===== config.mk =====
export PLATFORM = sky130hd
export DESIGN_NAME = instruction_fetch
export DESIGN_NICKNAME = d
export VERILOG_FILES = /design/src/rtl/instruction_fetch_pkg.sv /design/src/rtl/instruction_fetch_program_counter.sv /design/src/rtl/instruction_fetch.sv
export SDC_FILE = /design/constraint.sdc
export NUM_CORES = 1
export LEC_CHECK = 0
export CORE_MARGIN = 2
export CORE_UTILIZATION = 35
export DETAILED_ROUTE_END_ITERATION = 12
export PLACE_DENSITY = 0.66
export SLEW_MARGIN = 25
export SYNTH_ARGS = -nofsm -noshare
export SYNTH_HDL_FRONTEND = slang
export SYNTH_HIERARCHICAL = 1
export SYNTH_SLANG_ARGS = --single-unit

===== constraint.sdc =====
create_clock -name clock -period 5.9 [get_ports clock]
set_clock_uncertainty 0.15 [all_clocks]
set_input_delay 0.885 -clock clock [delete_from_list [all_inputs] [get_ports clock]]
set_output_delay 0.885 -clock clock [all_outputs]
set_load 0.01 [all_outputs]

===== src/rtl/instruction_fetch_pkg.sv =====
// ---------------------------------------------------------------------------
// instruction_fetch_pkg
//   Shared definitions for the fetch stage: FSM state encoding, opcode and
//   condition constants, flag bit names and the instruction field helpers.
//   Instruction layout (32-bit word):
//     [31:29] opcode
//     [28:26] condition (JMP) / sub-op / flag bit index (ATC)
//     [7:0]   branch target
// ---------------------------------------------------------------------------
package instruction_fetch_pkg;

    typedef enum logic [1:0] {
        ST_FETCH   = 2'd0,
        ST_ISSUE   = 2'd1,
        ST_RESOLVE = 2'd2
    } fetch_state_e;

    // Opcodes
    localparam logic [2:0] OPC_NOP = 3'b000;
    localparam logic [2:0] OPC_JMP = 3'b110;
    localparam logic [2:0] OPC_ATC = 3'b111;

    // Jump conditions; everything other than UNC must be evaluated by execute
    localparam logic [2:0] COND_UNC = 3'b000;

    // Flag register bit indices
    localparam logic [2:0] FLAG_ZERO  = 3'd0;
    localparam logic [2:0] FLAG_CARRY = 3'd1;
    localparam logic [2:0] FLAG_NEG   = 3'd2;
    localparam logic [2:0] FLAG_OFLW  = 3'd3;

    // Field positions
    localparam int OPC_MSB = 31;
    localparam int OPC_LSB = 29;
    localparam int SUB_MSB = 28;
    localparam int SUB_LSB = 26;
    localparam int TGT_MSB = 7;
    localparam int TGT_LSB = 0;

    function automatic logic [2:0] instr_opcode(input logic [31:0] instr);
        return instr[OPC_MSB:OPC_LSB];
    endfunction

    function automatic logic [2:0] instr_sub(input logic [31:0] instr);
        return instr[SUB_MSB:SUB_LSB];
    endfunction

    function automatic logic [7:0] instr_target(input logic [31:0] instr);
        return instr[TGT_MSB:TGT_LSB];
    endfunction

endpackage


===== src/rtl/instruction_fetch_program_counter.sv =====
// ---------------------------------------------------------------------------
// program_counter
//   ADDR_W-bit program counter with synchronous active-low reset, parallel
//   load and increment. Load has priority over increment; increment wraps
//   modulo 2^ADDR_W.
// Ports:
//   clock          in   rising-edge clock
//   reset_n        in   synchronous active-low reset (pc <- RESET_PC)
//   load_i         in   load load_value_i this cycle
//   load_value_i   in   value to load
//   incr_i         in   increment pc this cycle (ignored when load_i)
//   pc_o           out  current program counter
// ---------------------------------------------------------------------------
module program_counter #(
    parameter int              ADDR_W   = 8,
    parameter logic [ADDR_W-1:0] RESET_PC = '0
) (
    input  logic              clock,
    input  logic              reset_n,
    input  logic              load_i,
    input  logic [ADDR_W-1:0] load_value_i,
    input  logic              incr_i,
    output logic [ADDR_W-1:0] pc_o
);

    logic [ADDR_W-1:0] pc_q;
    logic [ADDR_W-1:0] pc_d;

    always_comb begin
        pc_d = pc_q;
        if (load_i) begin
            pc_d = load_value_i;
        end else if (incr_i) begin
            pc_d = pc_q + ADDR_W'(1);
        end
    end

    always_ff @(posedge clock) begin
        if (!reset_n) begin
            pc_q <= RESET_PC;
        end else begin
            pc_q <= pc_d;
        end
    end

    assign pc_o = pc_q;

endmodule


===== src/rtl/instruction_fetch.sv =====
// ---------------------------------------------------------------------------
// instruction_fetch
//   Fetch stage sitting directly upstream of instruction memory. Owns the PC,
//   captures the returned word into the instruction register, offers it to
//   execute with a valid/ready handshake and resolves JMP/ATC to choose the
//   next PC. Conditional jumps whose condition is not yet known at accept
//   time park in RESOLVE until execute reports the outcome.
// Ports:
//   clock        in   rising-edge clock
//   reset_n      in   synchronous active-low reset
//   enable       in   run gate; only gates starting a new fetch
//   instr_addr   out  address to instruction memory (= pc)
//   instr_data   in   combinational word from instruction memory
//   ir           out  instruction register
//   ir_pc        out  address ir was fetched from
//   ir_valid     out  ir is offered to execute
//   ir_ready     in   execute accepts ir (accept = ir_valid & ir_ready)
//   cond_valid   in   condition of the current conditional JMP is known
//   cond_taken   in   condition outcome, meaningful with cond_valid
//   flags        in   flag register
//   flag_clr     out  one-cycle one-hot clear request after a taken ATC
// ---------------------------------------------------------------------------
module instruction_fetch
    import instruction_fetch_pkg::*;
#(
    parameter int                ADDR_W   = 8,
    parameter int                INSTR_W  = 32,
    parameter int                FLAG_W   = 8,
    parameter logic [ADDR_W-1:0] RESET_PC = '0
) (
    input  logic               clock,
    input  logic               reset_n,
    input  logic               enable,
    output logic [ADDR_W-1:0]  instr_addr,
    input  logic [INSTR_W-1:0] instr_data,
    output logic [INSTR_W-1:0] ir,
    output logic [ADDR_W-1:0]  ir_pc,
    output logic               ir_valid,
    input  logic               ir_ready,
    input  logic               cond_valid,
    input  logic               cond_taken,
    input  logic [FLAG_W-1:0]  flags,
    output logic [FLAG_W-1:0]  flag_clr
);

    fetch_state_e       state_q, state_d;
    logic [INSTR_W-1:0] ir_q, ir_d;
    logic [ADDR_W-1:0]  ir_pc_q, ir_pc_d;
    logic [FLAG_W-1:0]  flag_clr_q, flag_clr_d;

    logic [ADDR_W-1:0]  pc;
    logic               pc_load;
    logic               pc_incr;
    logic [ADDR_W-1:0]  pc_target;

    logic [2:0]         opcode;
    logic [2:0]         sub;
    logic               accept;

    assign opcode    = instr_opcode(ir_q[31:0]);
    assign sub       = instr_sub(ir_q[31:0]);
    assign pc_target = ADDR_W'(instr_target(ir_q[31:0]));
    assign accept    = (state_q == ST_ISSUE) && ir_ready;

    program_counter #(
        .ADDR_W   (ADDR_W),
        .RESET_PC (RESET_PC)
    ) u_program_counter (
        .clock        (clock),
        .reset_n      (reset_n),
        .load_i       (pc_load),
        .load_value_i (pc_target),
        .incr_i       (pc_incr),
        .pc_o         (pc)
    );

    // Next-state, next-PC selection and flag clear decode.
    // The PC is only ever moved when an instruction leaves the stage, so while
    // parked in RESOLVE it still equals ir_pc and pc+1 is the fall-through.
    always_comb begin
        state_d    = state_q;
        ir_d       = ir_q;
        ir_pc_d    = ir_pc_q;
        flag_clr_d = '0;
        pc_load    = 1'b0;
        pc_incr    = 1'b0;

        case (state_q)
            ST_FETCH: begin
                if (enable) begin
                    ir_d    = instr_data;
                    ir_pc_d = pc;
                    state_d = ST_ISSUE;
                end
            end

            ST_ISSUE: begin
                if (accept) begin
                    state_d = ST_FETCH;
                    if (opcode == OPC_JMP) begin
                        if (sub == COND_UNC) begin
                            pc_load = 1'b1;
                        end else if (cond_valid) begin
                            pc_load = cond_taken;
                            pc_incr = !cond_taken;
                        end else begin
                            state_d = ST_RESOLVE;
                        end
                    end else if (opcode == OPC_ATC) begin
                        if (flags[sub]) begin
                            pc_load    = 1'b1;
                            flag_clr_d = FLAG_W'(1) << sub;
                        end else begin
                            pc_incr = 1'b1;
                        end
                    end else begin
                        pc_incr = 1'b1;
                    end
                end
            end

            ST_RESOLVE: begin
                if (cond_valid) begin
                    state_d = ST_FETCH;
                    pc_load = cond_taken;
                    pc_incr = !cond_taken;
                end
            end

            default: begin
                state_d = ST_FETCH;
            end
        endcase
    end

    always_ff @(posedge clock) begin
        if (!reset_n) begin
            state_q    <= ST_FETCH;
            ir_q       <= '0;
            ir_pc_q    <= '0;
            flag_clr_q <= '0;
        end else begin
            state_q    <= state_d;
            ir_q       <= ir_d;
            ir_pc_q    <= ir_pc_d;
            flag_clr_q <= flag_clr_d;
        end
    end

    assign instr_addr = pc;
    assign ir         = ir_q;
    assign ir_pc      = ir_pc_q;
    assign ir_valid   = (state_q == ST_ISSUE);
    assign flag_clr   = flag_clr_q;

endmodule

==> summary by stage, run 1 <==
Yosys
When the netlist entered floorplanning its net count stood at 349. Counting flops with an async set or reset pin after synthesis yields a share of 0%. The Yosys warning count is 6. The top cell type by area accounts for 46.1% of the synthesized area. In the post-synthesis netlist, the biggest area contributors are sky130_fd_sc_hd__dfxtp_1 (46%), sky130_fd_sc_hd__nand2_1 (13%), sky130_fd_sc_hd__a21boi_0 (12%), sky130_fd_sc_hd__mux2i_1 (2.4%), sky130_fd_sc_hd__ha_1 (2.0%).

Dividing the synthesized area by the synthesized cell count gives 8.42 µm². After technology mapping, the gate count stands at 299. The distinct cell type count after synthesis is 41. In this run the cell area of the synthesized design comes to 2520 µm². The share of the yosys chip area belonging to registers is 46.1%. The synthesized design contains 0 enable-type register cells. The most used flip-flop cell after synthesis is sky130_fd_sc_hd__dfxtp_1. The total of flip-flops plus latches after synthesis is 58. The synthesized design spends more area on one cell type than any other, namely sky130_fd_sc_hd__dfxtp_1.

Worst setup path
The kind of end point of the critical path is a register. Measured in cells, the most critical reg-to-reg path has a length of 7. STA puts the critical path data required time at 5.96 ns.

The capture point of the worst reg-to-reg path is u_program_counter/pc_o[6]. For flop-to-flop paths, the worst setup slack is 3.10 ns. Data arrives at the worst endpoint at 3.18 ns. STA classifies the critical path startpoint as a primary input. The worst setup path is of the primary input to register kind. Of all nets on the critical path, the largest fanout is 13. In this run the critical register-to-register path is launched from ir[27].

Finish
The area of the multi-input gates is 1250 µm². The total number of nets in the final design is 447. In the final layout, the share of cells above drive strength 1 is 5.22%. The layout overhead on the synthesized area is 50.1%. The final design area excluding fillers is 3780 µm². The most common cell after layout, fill and taps aside is sky130_fd_sc_hd__clkdlybuf4s50_1. Leaving out fill and tap cells, the most frequent cells in the layout are sky130_fd_sc_hd__clkdlybuf4s50_1 (102), sky130_fd_sc_hd__nand2_1 (90), sky130_fd_sc_hd__dfxtp_1 (58), sky130_fd_sc_hd__a21boi_0 (40), sky130_fd_sc_hd__clkbuf_8 (12). The filler cell count in the final layout is 673. 0 antenna diodes ended up in the layout. Summing all flip-flop and latch instances after layout gives 1160 µm².

Floorplanning
The area of the core region is 6870 µm². The area enclosed by the die boundary is 7880 µm². The floorplan has 30 rows.

The initial utilization of the core area, before any placement, comes to 36.6%. For this design the top-level I/O count stands at 103. The die is 88.8 µm wide. The die span in y is 88.8 µm.

Detailed routing
The number of violations reported at the end of detailed-routing iteration 0 is 120. The count of nets left with antenna violations once routing finished came out at 0. Across all layers, the routed design uses 2,355 vias. The count of unresolved DRC violations after routing is 0. In the routed layout, each cell is associated on average with a via count of 4.73. The number of optimization iterations in the first detailed-route pass is 4. After detailed routing, the average wire length per cell comes to 12.8 µm. The total wire length after detailed routing is 6.37 mm.

Pwr
In this run, the combinational gates consume 16.1% of the power. The cell-internal power is 0.000675 W. The clock network is responsible for 36.9% of the overall power. The power density of the placed cells is 238 nW/µm². The fraction of power spent switching nets is 25.1%. The leakage power of the design is 1.35 nW.

The worst-case IR drop observed on VDD is 0.000152 V. The net switching power of the design is 0.000226 W. Of the total power, registers draw 47.0%.

Flow run
The number of max-capacitance violations reported is 0.

Hold path
The worst hold path terminates at ir_pc[2]. The number of instances on the worst hold path is 2. The worst hold-check path type is register to register. In this run the most critical hold path is launched from ir_pc[2].

Placed design
During placement, the flow inserted port buffers numbering 102. The total half-perimeter wirelength after legalization and detailed placement is 4.40 mm. The placer congestion estimate is 0.784. The placed instances occupy a cell area of 3590 µm². OpenSTA, run right after detailed placement, puts the worst setup slack at 2.48 ns.

Global route
The largest net degree at the start of global routing is 56. The sum of overflow across all layers after global routing is 0. The global-route usage over all layers is 16.5%. The number of antenna violations at the first check in global routing is 0. The number of global-route vias before repair was 2,204. The first global-routing pass estimated 10.1 mm of wire.

Timing
The clock period could shrink to 3.13 ns. The max-slew violation count is 0. The final critical-path setup slack is 2.77 ns.

Setup violations remaining at the end of the flow were counted as 0. For the pin with the worst max-slew slack, the measured transition is 0.815 ns. The achievable clock frequency is 0.320 GHz. Headroom to the max-slew limit came out at 45.6%. The number of failing hold endpoints at the final stage is 0. The part of the cycle the worst path needs is 53.0%. For the final routed database, the setup TNS stands at 0 ns.

Setup repair after global routing left no endpoint under its margin.

Status
The run finished with clean final reports.

Clocking
The clock root buffer is sky130_fd_sc_hd__clkbuf_8. Hold repair after CTS inserted 0 buffers. The clock passes through at most 2 buffers. TritonCTS created 9 clock buffers. The number of gates given a new drive strength after cts is 0. The maximum level of the CTS H-tree is 3. At the later pin of the worst-skew pair, clock insertion delay measures 0.33 ns.

After clock tree synthesis, the clock-pin slew on the worst setup and hold paths is 0.06 ns. The setup fix buffers added after clock tree synthesis is 0. TritonCTS built the clock tree. The clock sink count is 58.
cells by family (layout without fill, tap and decap cells):
logic type | count (synthesis) | after routing | synth area share (%)
AOI/OAI and AO/OA | 63 | 63 | 18.0
DFF | 58 | 58 | 46.1
xor gates and xnor gates | 4 | 4 | 1.39
and+or+nand+nor | 139 | 139 | 25.4
buffers and inverters | 24 | 127 | 4.28
muxes | 7 | 7 | 2.83
adders and majority gates | 4 | 4 | 1.99
stage by stage:
step | utilization [%] | hold WS [ns] | power, W | cells
finish | 55.0 | 0.310 | 0.000901 | 498
global route | 55.0 | 0.337 | 0.000948 | 498
CTS | 55.0 | 0.316 | 0.000916 | 498
detailed placement | 52.3 | 0.308 | 0.000579 | 482
global placement | 52.3 | 0.300 | 0.000577 | 482
floorplan | - | 0.338 | 0.000499 | 299
cell usage after synthesis, drive strengths merged, types with 3 or more instances:
master,count
and2,5
nand3b,4
mux2i,6
nor2b,3
nand4,5
a21oi,3
nand3,8
o21ai,9
inv,6
buf,6
nand2,90
nor2,6
nand2b,3
ha,4
dfxtp,58
nor3,5
a21boi,41
clkbuf,12
sequential cells by signal, indices dropped and copies added, names as in the netlist:
name,flops
ir_pc,8
state_q,2
u_program_counter/pc_o,8
ir,32
flag_clr,8
power groups by stage:
stage	sequential [W]	combinational [W]	clock (W)
3_3_place_gp	0.000432	0.000146	0
5_1_grt	0.000426	0.000160	0.000361
4_1_cts	0.000424	0.000148	0.000344
3_5_place_dp	0.000432	0.000147	0
6_report	0.000423	0.000145	0.000332
2_1_floorplan	0.000435	0.0000634	0
how the worst max path moves through the flow:
stage	from	endpoint	cells after the start
2_1_floorplan	flags[7]	u_program_counter/pc_o[3]	8
3_3_place_gp	flags[5]	u_program_counter/pc_o[3]	8
3_5_place_dp	flags[7]	u_program_counter/pc_o[6]	8
4_1_cts	flags[7]	u_program_counter/pc_o[6]	8
5_1_grt	flags[7]	u_program_counter/pc_o[6]	8
6_report	flags[7]	u_program_counter/pc_o[6]	8
routing by layer:
metal | routed length (µm) | vias up | global-route usage, %
met5 | 0 | - | 0
met3 | 488 | 11 | 6.34
li1 | - | 1202 | -
met2 | 2950 | 78 | 27.3
met4 | 112 | 0 | 6.61
met1 | 2820 | 1064 | 19.3
critical path: stages:
cell	delay (ns)
sky130_fd_sc_hd__clkdlybuf4s50_1	0.45
sky130_fd_sc_hd__mux2_2	0.14
sky130_fd_sc_hd__a2bb2oi_1	0.32
sky130_fd_sc_hd__nand3_2	0.18
sky130_fd_sc_hd__a21boi_1	0.69
sky130_fd_sc_hd__inv_1	0.23
sky130_fd_sc_hd__o21ai_0	0.22
sky130_fd_sc_hd__a31oi_1	0.06
area by class of cell:
cell class              instances  area share, %
multi-input cells             217           33.0
flip-flops and latches         58           30.7
repair buffers                105           27.6
clock buffers                  14           4.57
well taps                      96           3.18
inverters                       6          0.596
clock inverters                 2          0.265
Power figures use the tool's default switching activity.
==> run 2: changes to the inputs <==
==> constraint.sdc (replaced) <==
create_clock -name clock -period 3.2 [get_ports clock]
set_clock_uncertainty 0.15 [all_clocks]
set_input_delay 0.48 -clock clock [delete_from_list [all_inputs] [get_ports clock]]
set_output_delay 0.48 -clock clock [all_outputs]
set_load 0.01 [all_outputs]
==> summary by stage, run 2 (synthesis results as in run 1) <==
Floorplanning
In this run the count of I/O pins placed on the die edge is 103. The area of the core region is 6870 µm². The die span in y is 88.8 µm. In this run the core area contains 30 standard-cell rows. The width of the die is 88.8 µm. The die covers 7880 µm². The starting density of the core is 36.6%.

Timing
Summed over all failing endpoints, the final setup total negative slack is 0 ns. At the pin with the least slew margin, the transition time is 0.680 ns. Dividing the final minimum period by the clock period gives 76.4%. The headroom to the max-slew limit is 54.5%.

The number of failing hold endpoints at the final stage is 0. Setup violations remaining at the end of the flow were counted as 0. Based on the critical path, the design can be clocked at up to 0.409 GHz. Setup repair after global routing left no endpoint under its margin. The max-slew violation count was 0. The shortest clock period the worst path allows after layout is 2.44 ns.

Clocking
The latest clock arrival within the worst-skew pair is 0.33 ns. The clock input transition at the sequential cells of the worst setup and hold paths is 0.07 ns. Once the clock tree was built, the resizer swapped 0 gates to a different size. The maximum root-to-sink buffer count is 2.

The setup fix buffers added after clock tree synthesis is 0. Counting every sink on the clock net gives 58. The number of hold-repair buffers added at the cts stage is 0. The number of clock buffers inserted by TritonCTS is 9. The TritonCTS clock tree is done.

The maximum level of the CTS H-tree is 3. The clock root buffer is sky130_fd_sc_hd__clkbuf_8.

Hold path
The worst hold path terminates at ir[19]. The startpoint identified for the worst hold timing path is ir[19]. The worst hold path belongs to the class register to register. The worst hold path passes through 2 cells.

Detailed routing
The number of optimization iterations in the first detailed-route pass is 4. After the first detailed-routing iteration, the DRC count stood at 75. The average vias per placed instance is 4.75. Wires add up to 6.37 mm. The average routed wire per standard cell is 12.7 µm. The detail route stage leaves a number of antenna-violating nets equal to 0. For this run, design rule violations remaining after detail routing come to 0. The detailed router placed 2,380 vias in this run.

Worst setup path
Of all nets on the critical path, the largest fanout is 10. The endpoint identified for the worst register-to-register timing path is u_program_counter/pc_o[7]. The worst setup path is captured at a register. The category of the worst setup path launch point is a primary input. The reg-to-reg startpoint is ir[27]. The critical path class is primary input to register. At the worst endpoint, the required time is 3.33 ns.

At the worst endpoint, the arrival time is 2.57 ns. The number of cell instances on the worst register-to-register path is 7. Setup slack on the worst reg-to-reg path comes out at 0.76 ns.

Flow run
The tool flagged a number of max-cap violations equal to 0.

Global route
The number of antenna violations at the first check in global routing was 0. Global routing used 17.4% of the available tracks across all layers. The routing usage on met2 is 26.9%. For this run the aggregate overflow at the end of global routing stands at 0.

The met3 track demand over resource is 8.12%. The global routing stage identified its most utilized layer as met2. Entering global routing, the biggest net connects 30 pins. The number of global-route vias before repair is 2,214. Global routing consumed, on the met1 layer, 21.4% of the routing resources. The wire length of the first global-routing pass is 10.5 mm.

Pwr
Per report_power, the sequential group accounts for 45.8% of the total. In this run the power density over the cells is 445 nW/µm². The fraction of power consumed by combinational cells is 16.4%. The fraction of power spent switching nets is 25.7%. The share of power burned in the clock network is 37.8%. The net switching power of the design is 0.000437 W. The leakage power of the design is 1.37 nW. The cell-internal power is 0.00126 W. The largest voltage drop on the vdd net is 0.000272 V.

Finish
The antenna diode instance count is 0. The total number of nets in the final design is 450. The register with the most flip-flops in the layout has 32 of them.

The filler-free cell count of the finished design is 501. The top cell types in the final layout, fill and taps aside, are sky130_fd_sc_hd__clkdlybuf4s50_1 (102), sky130_fd_sc_hd__nand2_1 (90), sky130_fd_sc_hd__dfxtp_1 (58), sky130_fd_sc_hd__a21boi_0 (40). The filler cell count in the final layout is 649. Compared with the post-synthesis result, the final layout area differs by 52.1%. The library cell used most frequently in the layout, excluding fill and tap cells, is sky130_fd_sc_hd__clkdlybuf4s50_1. Cells with a size suffix above 1 make up 6.17% of the layout.

Status
The flow ran to the end, and the final reports show no timing, DRC or antenna violations.

Placed design
At the end of routability-driven placement, the weighted congestion stood at 0.810. The placed cell count is 485. Buffers placed on the I/O ports in this run total 102. The wire-length estimate of the detail-placed layout is 4.65 mm.
==> run 2: cell types whose count changed in the layout (fill, tap and decap cells not counted), sizes merged <==
cell and change:
clkbuf -4, clkinv +2, clkinvlp +1, buf +3, bufinv +1
==> run 2: per-layer routing <==
metal	share of wire (%)	wire length [µm]
met1	43	2710
met2	46	2960
met3	9.9	628
met4	1.1	70
met5	0	0
==> run 2: per-stage QoR <==
step	instance area [µm²]	setup WS (ns)	util (%)	hold WS (ns)	total power, W
after floorplan	2520	0.984	-	0.338	0.000920
after global placement	3640	0.478	53.0	0.300	0.00108
after detailed placement	3640	0.398	53.0	0.305	0.00108
after CTS	3830	0.744	55.7	0.314	0.00173
after global routing	3830	0.581	55.7	0.329	0.00180
final	3830	0.756	55.7	0.310	0.00170
==> run 2: final cells by class <==
type	count	area [µm²]	area share [%]
Tap cell	96	120	3.14
Timing Repair Buffer	108	1090	28.5
Clock buffer	10	128	3.33
Multi-Input combinational cell	217	1250	32.6
Inverter	6	22.5	0.588
Sequential cell	58	1160	30.3
Clock inverter	6	57.6	1.50
==> run 2: critical path: stages <==
cell and delay, ns:
sky130_fd_sc_hd__clkdlybuf4s50_1 0.41, sky130_fd_sc_hd__mux2_2 0.27, sky130_fd_sc_hd__a2bb2oi_1 0.18, sky130_fd_sc_hd__nand4_1 0.10, sky130_fd_sc_hd__and3_1 0.39, sky130_fd_sc_hd__nand3b_1 0.15, sky130_fd_sc_hd__or4_1 0.49, sky130_fd_sc_hd__nand3_1 0.10
==> run 2: power by group through the flow <==
| stage | sequential, W | clock, W | combinational [W] |
|---|---|---|---|
| floorplan | 0.000803 | 0 | 0.000117 |
| global placement | 0.000795 | 0 | 0.000281 |
| detailed placement | 0.000797 | 0 | 0.000283 |
| CTS | 0.000780 | 0.000666 | 0.000285 |
| global route | 0.000785 | 0.000704 | 0.000309 |
| finish | 0.000780 | 0.000643 | 0.000279 |
==> run 2: how the worst max path moves through the flow <==
| stage | cells after the start | startpoint | endpoint | slack, ns |
|---|---|---|---|---|
| floorplan | 9 | ir[27] | u_program_counter/pc_o[3] | 0.98 |
| global placement | 8 | flags[7] | u_program_counter/pc_o[7] | 0.48 |
| detailed placement | 8 | flags[5] | u_program_counter/pc_o[7] | 0.40 |
| CTS | 7 | ir[27] | u_program_counter/pc_o[7] | 0.74 |
| global route | 9 | flags[7] | u_program_counter/pc_o[7] | 0.58 |
| finish | 8 | flags[7] | u_program_counter/pc_o[7] | 0.76 |
